### src/rtl/controle_pkg.sv
// State codes for the memory-game control FSM; the display decoder uses the
// same constants to show db_estado.
package controle_pkg;
  localparam logic [3:0] ST_INICIAL     = 4'h0;
  localparam logic [3:0] ST_PREPARACAO  = 4'h1;
  localparam logic [3:0] ST_ESPERA      = 4'h2;
  localparam logic [3:0] ST_REGISTRA    = 4'h3;
  localparam logic [3:0] ST_COMPARACAO  = 4'h4;
  localparam logic [3:0] ST_PROXIMO     = 4'h5;
  localparam logic [3:0] ST_FIM_ACERTO  = 4'hA;
  localparam logic [3:0] ST_FIM_ERRO    = 4'hE;
  localparam logic [3:0] ST_FIM_TIMEOUT = 4'hD;

  typedef struct packed {
    logic zerac;
    logic contac;
    logic zerar;
    logic registrar;
    logic pronto;
    logic acertou;
    logic errou;
    logic timeout;
  } ctrl_out_t;
endpackage

### src/rtl/unidade_controle_if.sv
// Status/strobe bundle between the control FSM and the fluxo_dados datapath.
interface unidade_controle_if;
  logic       iniciar;
  logic       fimC;
  logic       jogada_feita;
  logic       igual;
  logic       zeraC;
  logic       contaC;
  logic       zeraR;
  logic       registraR;
  logic       pronto;
  logic       acertou;
  logic       errou;
  logic       timeout;
  logic [3:0] db_estado;

  // master: the FSM side; slave: the datapath / environment side
  modport master (
    input  iniciar, fimC, jogada_feita, igual,
    output zeraC, contaC, zeraR, registraR, pronto, acertou, errou, timeout, db_estado
  );
  modport slave (
    output iniciar, fimC, jogada_feita, igual,
    input  zeraC, contaC, zeraR, registraR, pronto, acertou, errou, timeout, db_estado
  );
endinterface

### src/rtl/contador_timeout.sv
// Play-window counter: sync clear, enable, saturates at TIMEOUT_CYCLES-1 and
// flags that terminal count.
module contador_timeout #(
  parameter int TIMEOUT_CYCLES = 5000,
  parameter int TW             = 13
) (
  input  logic clock,
  input  logic reset,
  input  logic clr,
  input  logic en,
  output logic tc
);
  localparam logic [TW-1:0] LAST = TW'(TIMEOUT_CYCLES - 1);

  logic [TW-1:0] cnt_q, cnt_d;

  always_comb begin
    cnt_d = cnt_q;
    if (clr)                     cnt_d = '0;
    else if (en && cnt_q != LAST) cnt_d = cnt_q + 1'b1;
  end

  always_ff @(posedge clock or negedge reset)
    if (!reset) cnt_q <= '0;
    else        cnt_q <= cnt_d;

  assign tc = (cnt_q == LAST);
endmodule

### src/rtl/unidade_controle.sv
// Moore FSM sequencing one 16-position round of the memory game: prepare,
// wait for a play, register, compare, advance; ends in hit, miss or timeout.
module unidade_controle
  import controle_pkg::*;
#(
  parameter int TIMEOUT_CYCLES = 5000,
  parameter int TW             = 13
) (
  input  logic               clock,
  input  logic               reset,
  unidade_controle_if.master ctl
);
  logic [3:0] estado_q, estado_d;
  logic       em_espera, tmo_tc;
  ctrl_out_t  out;

  assign em_espera = (estado_q == ST_ESPERA);

  // Cleared outside espera so every play gets a fresh window
  contador_timeout #(.TIMEOUT_CYCLES(TIMEOUT_CYCLES), .TW(TW)) u_tmo (
    .clock (clock),
    .reset (reset),
    .clr   (!em_espera),
    .en    (em_espera),
    .tc    (tmo_tc)
  );

  always_ff @(posedge clock or negedge reset)
    if (!reset) estado_q <= ST_INICIAL;
    else        estado_q <= estado_d;

  // Outputs depend on estado_q only; inputs steer estado_d alone
  always_comb begin
    estado_d = ST_INICIAL;
    out      = '0;
    case (estado_q)
      ST_INICIAL:    estado_d = ctl.iniciar ? ST_PREPARACAO : ST_INICIAL;
      ST_PREPARACAO: begin
        out.zerac = 1'b1;
        out.zerar = 1'b1;
        estado_d  = ST_ESPERA;
      end
      ST_ESPERA:
        if (ctl.jogada_feita) estado_d = ST_REGISTRA;
        else if (tmo_tc)      estado_d = ST_FIM_TIMEOUT;
        else                  estado_d = ST_ESPERA;
      ST_REGISTRA: begin
        out.registrar = 1'b1;
        estado_d      = ST_COMPARACAO;
      end
      ST_COMPARACAO:
        if (!ctl.igual)    estado_d = ST_FIM_ERRO;
        else if (ctl.fimC) estado_d = ST_FIM_ACERTO;
        else               estado_d = ST_PROXIMO;
      ST_PROXIMO: begin
        out.contac = 1'b1;
        estado_d   = ST_ESPERA;
      end
      ST_FIM_ACERTO: begin
        out.pronto  = 1'b1;
        out.acertou = 1'b1;
        estado_d    = ctl.iniciar ? ST_PREPARACAO : ST_FIM_ACERTO;
      end
      ST_FIM_ERRO: begin
        out.pronto = 1'b1;
        out.errou  = 1'b1;
        estado_d   = ctl.iniciar ? ST_PREPARACAO : ST_FIM_ERRO;
      end
      ST_FIM_TIMEOUT: begin
        out.pronto  = 1'b1;
        out.errou   = 1'b1;
        out.timeout = 1'b1;
        estado_d    = ctl.iniciar ? ST_PREPARACAO : ST_FIM_TIMEOUT;
      end
      default:       estado_d = ST_INICIAL;
    endcase
  end

  assign ctl.zeraC     = out.zerac;
  assign ctl.contaC    = out.contac;
  assign ctl.zeraR     = out.zerar;
  assign ctl.registraR = out.registrar;
  assign ctl.pronto    = out.pronto;
  assign ctl.acertou   = out.acertou;
  assign ctl.errou     = out.errou;
  assign ctl.timeout   = out.timeout;
  assign ctl.db_estado = estado_q;
endmodule

### src/flat_wrapper.sv
// flat-port wrapper written by rule: the top's interface ports become plain ports
module unidade_controle_flat import controle_pkg::*;
#(
  parameter int TIMEOUT_CYCLES = 5000,
  parameter int TW             = 13
)
  (clock, reset, ctl_iniciar, ctl_fimC, ctl_jogada_feita, ctl_igual, ctl_zeraC, ctl_contaC, ctl_zeraR, ctl_registraR, ctl_pronto, ctl_acertou, ctl_errou, ctl_timeout, ctl_db_estado);
  unidade_controle_if ctl_i ();
  input  logic clock;
  input  logic reset;
  input wire logic [$bits(ctl_i.iniciar)-1:0] ctl_iniciar;
  input wire logic [$bits(ctl_i.fimC)-1:0] ctl_fimC;
  input wire logic [$bits(ctl_i.jogada_feita)-1:0] ctl_jogada_feita;
  input wire logic [$bits(ctl_i.igual)-1:0] ctl_igual;
  output wire logic [$bits(ctl_i.zeraC)-1:0] ctl_zeraC;
  output wire logic [$bits(ctl_i.contaC)-1:0] ctl_contaC;
  output wire logic [$bits(ctl_i.zeraR)-1:0] ctl_zeraR;
  output wire logic [$bits(ctl_i.registraR)-1:0] ctl_registraR;
  output wire logic [$bits(ctl_i.pronto)-1:0] ctl_pronto;
  output wire logic [$bits(ctl_i.acertou)-1:0] ctl_acertou;
  output wire logic [$bits(ctl_i.errou)-1:0] ctl_errou;
  output wire logic [$bits(ctl_i.timeout)-1:0] ctl_timeout;
  output wire logic [$bits(ctl_i.db_estado)-1:0] ctl_db_estado;
  assign ctl_i.iniciar = ctl_iniciar;
  assign ctl_i.fimC = ctl_fimC;
  assign ctl_i.jogada_feita = ctl_jogada_feita;
  assign ctl_i.igual = ctl_igual;
  assign ctl_zeraC = ctl_i.zeraC;
  assign ctl_contaC = ctl_i.contaC;
  assign ctl_zeraR = ctl_i.zeraR;
  assign ctl_registraR = ctl_i.registraR;
  assign ctl_pronto = ctl_i.pronto;
  assign ctl_acertou = ctl_i.acertou;
  assign ctl_errou = ctl_i.errou;
  assign ctl_timeout = ctl_i.timeout;
  assign ctl_db_estado = ctl_i.db_estado;
  unidade_controle #(.TIMEOUT_CYCLES(TIMEOUT_CYCLES), .TW(TW)) u_core (.clock(clock), .reset(reset), .ctl(ctl_i));
endmodule
### config.mk
export PLATFORM = sky130hd
export DESIGN_NAME = unidade_controle_flat
export DESIGN_NICKNAME = d
export VERILOG_FILES = /design/src/rtl/controle_pkg.sv /design/src/rtl/unidade_controle_if.sv /design/src/rtl/contador_timeout.sv /design/src/rtl/unidade_controle.sv /design/src/flat_wrapper.sv
export SDC_FILE = /design/constraint.sdc
export NUM_CORES = 1
export LEC_CHECK = 0
export CELL_PAD_IN_SITES_DETAIL_PLACEMENT = 1
export CELL_PAD_IN_SITES_GLOBAL_PLACEMENT = 2
export CORE_MARGIN = 2
export CORE_UTILIZATION = 33
export DETAILED_ROUTE_END_ITERATION = 6
export PLACE_DENSITY = 0.8
export SLEW_MARGIN = 20
export SYNTH_ARGS = -nofsm -noshare
export SYNTH_HDL_FRONTEND = slang
export SYNTH_SLANG_ARGS = --single-unit
export TNS_END_PERCENT = 50
### constraint.sdc
create_clock -name clock -period 2.8 [get_ports clock]
set_input_delay 0.56 -clock clock [delete_from_list [all_inputs] [get_ports clock]]
set_output_delay 0.56 -clock clock [all_outputs]
set_load 0.02 [all_outputs]
==> reports/results.ini <==
[status]
outcome = finished, final reports clean

[logic_synthesis]
synth.distinct_cells = 34
synth_top_area_share_pct = 42.3
synth_cells = 115
synth_area_leaders = dfrtp_1, nor2_1, a21oi_1, nor3_1, xnor2_1
synth_seq_cells = 17
syn_nets = 122
ys_seq_area_share_pct = 42.3
syn_area_mm2 = 0.00100
yosysWarnings = 0
yosysTopAreaCell = dfrtp_1
avgSynthCellArea_um2 = 8.74

[global_route]
first_global_vias = 847
grt_first_pass_wirelength_um = 4030
antenna_found_initial = 0
track_usage_pct = 15.3
grt_max_degree = 18
overflow = 0

[drt]
drc = 0
ant_nets = 0
drtIter0Drc = 15
routed_wl_um = 2370
drtPass1Iterations = 4
viasPerCell = 5.48
wire_per_inst_um = 14.6
vias = 888

[clock_tree]
clk_path_buf_depth = 2
h-tree-depth = 1
numCtsBuffers = 3
cts_tree = built
clk_pin_slew_worst_paths_ns = 0.10
cts_hold_buf = 0
insertion_delay_ns = 0.29
cts_root_buffer = clkbuf_4
clock-sinks = 17

[place]
dp_slack_ns = 0.562
place.gp.congestion = 0.715
port-buffer-count = 17
place_hpwl_um = 1810

[sta]
clock_skew_ns = 0.00378
fin_crit_ns = 2.55
hold_viol_final = 0
whs_ns = 0.546
fmaxAchievable_mhz = 392
finalSetupViolCount = 0
setup_ws_ns = 0.251
relSlewSlack_pct = 49.2
fin_tns_setup_ns = 0
tightest_slew_ns = 0.760
grt_setup_unrepaired = false
fin_crit_sh_pct = 91.0
slew_violations = 0

[power_and_ir_drop]
p_comb_share_pct = 43.0
power_frac_seq_pct = 41.4
p_leak_nw = 0.444
vdd_ir_drop_max_mv = 0.269
cellPowerDensity_mw_per_mm2 = 703
power.net_switching_mw = 0.347
switching_share_pct = 40.8
p_clk_share_pct = 15.5
p_int_mw = 0.503

[floorplanning]
io_pins = 18
start_util_pct = 33.7
core_mm2 = 0.00298
fp.dieH_um = 59.2
die_x_um = 59.2
dieArea_mm2 = 0.00350
placementRows = 20

[worst_setup_path]
setup.worst_path.class = reg2out
endpoint_kind = output pin
r2r_start = u_core.u_tmo.cnt_q[3]
worstRegToRegCells = 4
required_ns = 2.24
critical_path.max_stage_delay_ns = 0.68
worstSetupStartpoint = u_core.ctl.db_estado[1]
worstPathArrival_ns = 1.99
cp_slowest_cell = clkdlybuf4s50_1
cp_top_family = buffers and inverters
critPathBufInv = 1
cp_cell_sequence = nand2b_1, nor3_1, clkdlybuf4s50_1
crit_fanout = 11
worstReg2RegEnd = u_core.ctl.db_estado[1]
cp-start-kind = flip-flop
reg2reg_slack_ns = 0.83

[run]
maxCapViolCount = 0

[worst_hold_path]
min_path_type = reg2reg
min_to = u_core.u_tmo.cnt_q[12]
hp-start = u_core.u_tmo.cnt_q[12]
hold_depth = 2

[final_layout]
nFillCells = 351
finalNetCount = 137
syn_to_final_growth_pct = 20.4
multi_input_area_um2 = 538
fin_util_pct = 40.6
regArea_um2 = 427
insertedDiodeCount = 0
drive_gt1_share_pct = 8.53

==> metrics by stage <==
stage	std cells	total power, mW	cell area, µm²
floorplan	115	0.607	1000
global placement	158	0.720	1180
detailed placement	158	0.728	1180
CTS	162	0.863	1210
global route	162	0.919	1210
finish	162	0.850	1210
==> routing by layer <==
| metal | GRT usage [%] | vias up | share of wire [%] |
|---|---|---|---|
| met5 | 0 | - | 0 |
| met1 | 20.0 | 437 | 45 |
| met2 | 25.1 | 14 | 51 |
| met4 | 6.82 | 0 | 1.6 |
| met3 | 1.97 | 5 | 3.1 |
| li1 | - | 432 | - |
==> cells in the final DEF (no fill, tap or decap), drive strengths merged, types with 5 or more instances in the layout <==
cell / netlist / routed
o21ai: 6 / 6
nor3: 8 / 8
a21oi: 9 / 9
or3: 5 / 5
nand2: 8 / 8
dfrtp: 17 / 17
nand2b: 5 / 5
clkdlybuf4s50: 0 / 17
nor2: 16 / 16
==> flip-flops by register name (all words and copies together), names as in the netlist <==
signal                flops
u_core.u_tmo.cnt_q       13
u_core.ctl.db_estado      4
==> repair_timing <==
action,4_1_cts,5_1_grt
resized for setup,0,1
endpoints found under the hold margin,0,0
setup buffers,0,0
endpoints found under the setup margin,0,1
==> power by group through the flow <==
stage,Clock [mW],Combinational [mW],Sequential [mW]
finish,0.132,0.366,0.352
global route,0.151,0.406,0.363
CTS,0.139,0.375,0.349
detailed placement,0,0.374,0.354
global placement,0,0.370,0.349
floorplan,0,0.274,0.333
==> Yosys cell counts <==
cell type,instances
or3b_2,1
dfrtp_1,17
or3_2,1
nor3_1,8
a21boi_0,1
ha_1,1
clkbuf_1,5
buf_4,2
nor4_4,1
o22a_2,1
nor2_2,1
nor3b_1,1
or4b_2,1
or3_1,4
a211o_1,1
xnor2_1,4
xor2_1,2
o221ai_1,1
nand4_1,3
or4_4,1
nor2_1,15
o32a_1,1
inv_1,2
mux2i_1,1
a22oi_1,1
nand2_1,8
nor2b_1,3
o22ai_1,1
nand2b_1,5
nand3_1,4
o21ai_0,6
and3b_1,1
a21oi_1,9
a211oi_1,1
==> worst register-to-register path, cell delays in order, from the launching register on <==
cell,delay [ns]
dfrtp_1,0.45
or4_4,0.57
nor4_4,0.50
o22a_2,0.22
o221ai_1,0.09
==> worst max path at each step <==
stage                     cells past startpoint         end
after floorplan                               4   ctl_zeraR
after global placement                        4  ctl_pronto
after detailed placement                      4  ctl_pronto
after CTS                                     4  ctl_pronto
after global routing                          3   ctl_zeraR
final                                         3   ctl_zeraR
==> kinds of logic (layout without fill, tap and decap cells) <==
family	after synthesis	in the layout	synth area share [%]
buffers and inverters	9	23	4.11
DFF	17	17	42.3
muxes	1	1	0.996
xor gates and xnor gates	6	6	5.23
AOI/OAI and AO/OA	23	23	14.1
and+or+nand+nor	58	58	32.0
adders and majority gates	1	1	1.25
==> area by class of cell <==
cell class              count  area share (%)
clock buffers               4            2.17
flip-flops and latches     17            35.3
well taps                  33            3.41
inverters                   2           0.620
repair buffers             17            14.1
multi-input cells          89            44.5
Power figures use the tool's default switching activity.
